<file path="src/rtl/pipeline_hazard_ctrl_pkg.sv">
// Shared types and constants for the pipeline stall/flush controller.
//   ctrl_state_t : controller state (RUN, DISCARD)
//   REG_X0       : architectural zero register, never a real hazard source
//   BUBBLE       : value loaded into a pipeline register on flush
package pipeline_ctrl_pkg;

  typedef enum logic {RUN, DISCARD} ctrl_state_t;

  localparam logic [4:0]  REG_X0 = 5'd0;
  localparam logic [31:0] BUBBLE = 32'h00000000;

endpackage

</file>
<file path="src/rtl/pipeline_hazard_ctrl_hazard_detect.sv">
// Combinational load-use hazard compare between the instruction in ID and a
// load in EX.
//   id_rs1/id_rs2, id_uses_rs1/id_uses_rs2 : ID source operands and usage
//   ex_rd, ex_mem_read                     : EX destination and load flag
//   load_use                               : ID needs a value the EX load has not produced yet
module hazard_detect
  import pipeline_ctrl_pkg::*;
(
  input  logic [4:0] id_rs1,
  input  logic [4:0] id_rs2,
  input  logic       id_uses_rs1,
  input  logic       id_uses_rs2,
  input  logic [4:0] ex_rd,
  input  logic       ex_mem_read,
  output logic       load_use
);

  logic w_rs1_hit, w_rs2_hit;

  assign w_rs1_hit = id_uses_rs1 && (id_rs1 == ex_rd);
  assign w_rs2_hit = id_uses_rs2 && (id_rs2 == ex_rd);
  // x0 writes are discarded, so a "load to x0" never creates a dependency.
  assign load_use  = ex_mem_read && (ex_rd != REG_X0) && (w_rs1_hit || w_rs2_hit);

endmodule

</file>
<file path="src/rtl/pipeline_hazard_ctrl.sv">
// Central stall/flush controller for the 5-stage pipeline.
//   clk, reset (sync, active-high)
//   ID/EX hazard inputs, ex_branch_taken, imem_valid, mem_req/mem_ready
//   pc_write_en, pc_redirect, per-register write_en / flush controls
//   stall_cnt (cycles with PC frozen), flush_cnt (taken-branch redirects)
// Controls are combinational from state and inputs; the DISCARD state drops
// the fetch response that was in flight when a redirect happened.
module pipeline_hazard_ctrl
  import pipeline_ctrl_pkg::*;
#(
  parameter int CNT_W = 32
) (
  input  logic             clk,
  input  logic             reset,
  input  logic [4:0]       id_rs1,
  input  logic [4:0]       id_rs2,
  input  logic             id_uses_rs1,
  input  logic             id_uses_rs2,
  input  logic [4:0]       ex_rd,
  input  logic             ex_mem_read,
  input  logic             ex_branch_taken,
  input  logic             imem_valid,
  input  logic             mem_req,
  input  logic             mem_ready,
  output logic             pc_write_en,
  output logic             pc_redirect,
  output logic             if_id_write_en,
  output logic             id_ex_write_en,
  output logic             ex_mem_write_en,
  output logic             if_id_flush,
  output logic             id_ex_flush,
  output logic             mem_wb_flush,
  output logic [CNT_W-1:0] stall_cnt,
  output logic [CNT_W-1:0] flush_cnt
);

  ctrl_state_t      r_state;
  ctrl_state_t      w_state_nxt;
  logic [CNT_W-1:0] r_stall_cnt, r_flush_cnt;
  logic             w_load_use, w_mem_wait, w_stall_inc, w_flush_inc;

  hazard_detect u_hazard_detect (
    .id_rs1      (id_rs1),
    .id_rs2      (id_rs2),
    .id_uses_rs1 (id_uses_rs1),
    .id_uses_rs2 (id_uses_rs2),
    .ex_rd       (ex_rd),
    .ex_mem_read (ex_mem_read),
    .load_use    (w_load_use)
  );

  assign w_mem_wait = mem_req && !mem_ready;

  always_comb begin
    pc_write_en     = 1'b1;
    pc_redirect     = 1'b0;
    if_id_write_en  = 1'b1;
    id_ex_write_en  = 1'b1;
    ex_mem_write_en = 1'b1;
    if_id_flush     = 1'b0;
    id_ex_flush     = 1'b0;
    mem_wb_flush    = 1'b0;
    w_stall_inc     = 1'b0;
    w_flush_inc     = 1'b0;
    w_state_nxt     = r_state;
    if (reset) begin
      pc_write_en     = 1'b0;
      if_id_write_en  = 1'b0;
      id_ex_write_en  = 1'b0;
      ex_mem_write_en = 1'b0;
      if_id_flush     = 1'b1;
      id_ex_flush     = 1'b1;
      mem_wb_flush    = 1'b1;
      w_state_nxt     = RUN;
    end else if (w_mem_wait) begin
      // Freeze IF..EX, let MEM hold, and push a bubble into WB.
      pc_write_en     = 1'b0;
      if_id_write_en  = 1'b0;
      id_ex_write_en  = 1'b0;
      ex_mem_write_en = 1'b0;
      mem_wb_flush    = 1'b1;
      w_stall_inc     = 1'b1;
    end else if (ex_branch_taken) begin
      pc_redirect = 1'b1;
      if_id_flush = 1'b1;
      id_ex_flush = 1'b1;
      w_flush_inc = 1'b1;
      // The fetch for the wrong-path PC is still outstanding; its response
      // must be dropped when it eventually arrives.
      if (r_state == RUN && !imem_valid) w_state_nxt = DISCARD;
    end else if (w_load_use) begin
      // Hold IF/ID so the dependent instruction re-decodes next cycle.
      pc_write_en    = 1'b0;
      if_id_write_en = 1'b0;
      id_ex_flush    = 1'b1;
      w_stall_inc    = 1'b1;
    end else if (r_state == DISCARD) begin
      pc_write_en = 1'b0;
      if_id_flush = 1'b1;
      w_stall_inc = 1'b1;
      if (imem_valid) w_state_nxt = RUN;
    end else if (!imem_valid) begin
      pc_write_en = 1'b0;
      if_id_flush = 1'b1;
      w_stall_inc = 1'b1;
    end
  end

  always_ff @(posedge clk) begin
    if (reset) begin
      r_state     <= RUN;
      r_stall_cnt <= '0;
      r_flush_cnt <= '0;
    end else begin
      r_state <= w_state_nxt;
      if (w_stall_inc) r_stall_cnt <= r_stall_cnt + CNT_W'(1);
      if (w_flush_inc) r_flush_cnt <= r_flush_cnt + CNT_W'(1);
    end
  end

  assign stall_cnt = r_stall_cnt;
  assign flush_cnt = r_flush_cnt;

endmodule

</file>
<file path="config.mk">
export PLATFORM = sky130hd
export DESIGN_NAME = pipeline_hazard_ctrl
export DESIGN_NICKNAME = d
export VERILOG_FILES = /design/src/rtl/pipeline_hazard_ctrl_pkg.sv /design/src/rtl/pipeline_hazard_ctrl_hazard_detect.sv /design/src/rtl/pipeline_hazard_ctrl.sv
export SDC_FILE = /design/constraint.sdc
export NUM_CORES = 1
export LEC_CHECK = 0
export CORE_MARGIN = 3
export CORE_UTILIZATION = 25
export DETAILED_ROUTE_END_ITERATION = 8
export GPL_ROUTABILITY_DRIVEN = 0
export GPL_TIMING_DRIVEN = 0
export PLACE_DENSITY = 0.47
export SETUP_SLACK_MARGIN = 0.15
export SLEW_MARGIN = 25
export SYNTH_ARGS = -nofsm -noshare
export SYNTH_HDL_FRONTEND = slang
export SYNTH_HIERARCHICAL = 1
export SYNTH_SLANG_ARGS = --single-unit
</file>
<file path="constraint.sdc">
create_clock -name clk -period 6.66 [get_ports clk]
set_clock_uncertainty 0.1 [all_clocks]
set_input_delay 1.998 -clock clk [delete_from_list [all_inputs] [get_ports clk]]
set_output_delay 1.998 -clock clk [all_outputs]
set_load 0.01 [all_outputs]
</file>
==> metrics <==
Cell variety after synth 41; Mean Syn Cell Area 8.43 um^2; Hold-fix buffers, CTS 0; drt drc 0; Port Buffers 94; clock latency on the worst-skew pair 0.33 ns; final WL 8890 um; filler cell count in the final layout 1,274; CTS tree yes; total congestion overflow 0; largest net degree at the start of global routing 11; Post-Synthesis Cell Area 3190 um^2; Starting Density 26.0%; floorplan row count 40; final hold vios 0; clock slew at reported path FFs 0.05 ns; core area 12,300 um^2; DR WL met2 3990 um; maxcap violations 0; CP endpoint kind primary output; Worst Hold Class register to register; RSZ-0062 raised after global routing false; metal3 WL 544 um; syn nets 404; Max transition margin 46.4%; startpoint types input pin; worst-case clock buffer depth 2; Initial DRT Pass Iterations 4; synthesis-to-finish area growth 45.6%; clk sinks 65; HPWL Detailed 6570 um; status finished, final reports clean; vias per inst 4.59; vias 3,013; Die Height 119 um; htree depth 3; TritonCTS buffer count 9; chip width 119 um; fin crit share 95.5%; Critical Path AT 4.26 ns; post-route setup TNS 0 ns; static leakage 1.50 nW; Period minus WS final 6.36 ns; crit path launch ex_rd[1]; Final nets 509; DP Cell Count 640; yosys warns 6; pre-CTS setup slack 0.188 ns; Overall Global Routing Usage 12.8%; # diodes 0; worst slew pin tran 0.798 ns; CP max FO 4; final worst setup slack 0.299 ns; post-synthesis sequential area ratio 40.8%; FF-to-FF Start flush_cnt[7]; I/O Pins 96; #FFs+latches synth 65; first-pass GRT wire length 14,900 um; pwr dens 199 nW/um^2; detailed-routing wirelength on met1 4270 um; Final ANT Viol Nets 0; Post-Synthesis Cells 378; hold path start stall_cnt[26]; Highest Signal Layer met4; share of layout cells above drive strength 1 5.74%; maximum vdd ir drop 114 uV; initial drt markers 138; CP Class input pin to primary output; fmax 157 MHz; WL per Instance 13.5 um; die area 14,100 um^2; endpoints failing setup 0; fin. max-slew vios 0; Worst EP required 4.56 ns; non-filler instance count after layout 656; initial antenna violation count 0; vias in the first global route 2,979; Root Driver clkbuf_16
-- kinds of logic (layout without fill, tap and decap cells) --
group                    Yosys count  after routing  synth area share (%)
AO/OA/AOI/OAI                     36             36                  6.52
AND/OR/NAND/NOR                  194            194                  32.4
XOR/XNOR                          59             59                  16.2
flip-flops                        65             65                  40.8
multiplexers                       1              1                 0.353
buffers and inverters             21            131                  2.90
adder cells (fa/ha/maj)            2              2                 0.785
-- per-layer routing --
metal | GRT usage (%) | vias to the layer above
li1 | - | 1545
met1 | 16.2 | 1381
met2 | 20.1 | 79
met3 | 4.89 | 8
met4 | 4.06 | 0
met5 | 0 | -
-- cells in the mapped netlist, drive strengths merged --
cell / n / share of area (%)
nand4b: 1 / 0.27
ha: 2 / 0.78
or2b: 1 / 0.24
or2: 1 / 0.27
or4: 10 / 2.6
a21o: 1 / 0.24
and4: 6 / 1.6
dfxtp: 65 / 41
a211oi: 1 / 0.24
nand4: 17 / 3.5
nor4: 16 / 3.5
or3: 10 / 2.0
o21bai: 1 / 0.24
and2: 1 / 0.20
mux2: 1 / 0.35
nor3b: 2 / 0.47
nor2: 55 / 6.5
inv: 4 / 0.47
o31ai: 4 / 0.94
and3: 5 / 0.98
xor2: 32 / 8.8
nor2b: 3 / 0.59
nand3: 21 / 3.3
a21oi: 16 / 2.5
nor4b: 3 / 0.82
nor3: 10 / 1.6
xnor2: 27 / 7.4
nand2b: 2 / 0.39
clkbuf: 12 / 1.4
o21ai: 12 / 1.9
buf: 5 / 1.0
nand2: 30 / 3.5
o21a: 1 / 0.47
-- report_power, final --
group          internal, mW  total [mW]  switching (mW)
clock network         0.299       0.465           0.166
logic                0.0325      0.0638          0.0313
registers             0.392       0.396         0.00443
total                 0.723       0.925           0.202
-- worst max-delay path, cell delays in order --
cell	delay, ns
clkdlybuf4s50_1	0.47
or4_1	0.55
o21ai_1	0.14
a21oi_1	0.11
nor3b_2	0.27
nor2_1	0.07
nor2_1	0.10
clkdlybuf4s50_1	0.56
-- what timing repair did --
| action | CTS | global route |
|---|---|---|
| setup buffers | 0 | 0 |
| resized for setup | 0 | 1 |
| setup endpoints to repair | 0 | 1 |
-- path summary, 6_finish.rpt --
kind,end,depth (start not counted),slack (ns)
hold / removal,stall_cnt[26],2,0.40
setup / recovery,pc_write_en,8,0.30
setup reg to reg,flush_cnt[31],5,4.30
hold reg to reg,stall_cnt[26],2,0.40
-- cell usage in the layout (no fill, tap or decap), types with 2 or more instances in the layout --
| cell | instances |
|---|---|
| nand3_1 | 21 |
| nor4_1 | 13 |
| a21oi_1 | 16 |
| o31ai_1 | 4 |
| clkbuf_16 | 9 |
| xor2_1 | 32 |
| nand4_1 | 16 |
| or3_1 | 9 |
| ha_1 | 2 |
| clkbuf_1 | 15 |
| nor4_2 | 3 |
| o21ai_0 | 10 |
| clkinv_2 | 2 |
| o21ai_1 | 2 |
| and3_1 | 5 |
| clkdlybuf4s50_1 | 94 |
| nor4b_1 | 3 |
| nand2_1 | 30 |
| inv_1 | 4 |
| nor2b_1 | 3 |
| nor3_1 | 10 |
| xnor2_1 | 27 |
| or4_4 | 2 |
| nand2b_1 | 2 |
| or4_1 | 8 |
| dfxtp_1 | 65 |
| buf_2 | 2 |
| and4_1 | 6 |
| nor2_1 | 55 |
-- stage by stage --
stage	area, um^2	total power, mW	hold WS, ns	utilization (%)
final	4640	0.925	0.398	37.8
after global routing	4640	0.960	0.418	37.8
after CTS	4640	0.941	0.401	37.8
after detailed placement	4350	0.469	0.389	35.4
after global placement	4340	0.469	0.380	35.4
after floorplan	3190	0.433	0.369	-
-- sequential cells by signal, summed over array words and instances (netlist names) --
register,count
r_state,1
flush_cnt,32
stall_cnt,32
-- layout make-up --
type	instances	area (um^2)	share of cell area, %
Buffer	17	77.6	1.67
Clock buffer	13	250	5.39
Clock inverter	3	40.0	0.863
Inverter	4	15.0	0.324
Multi-Input combinational cell	292	1810	38.9
Sequential cell	65	1300	28.0
Tap cell	168	210	4.53
Timing Repair Buffer	94	941	20.3
No activity file was read; power rests on OpenSTA's default activity.
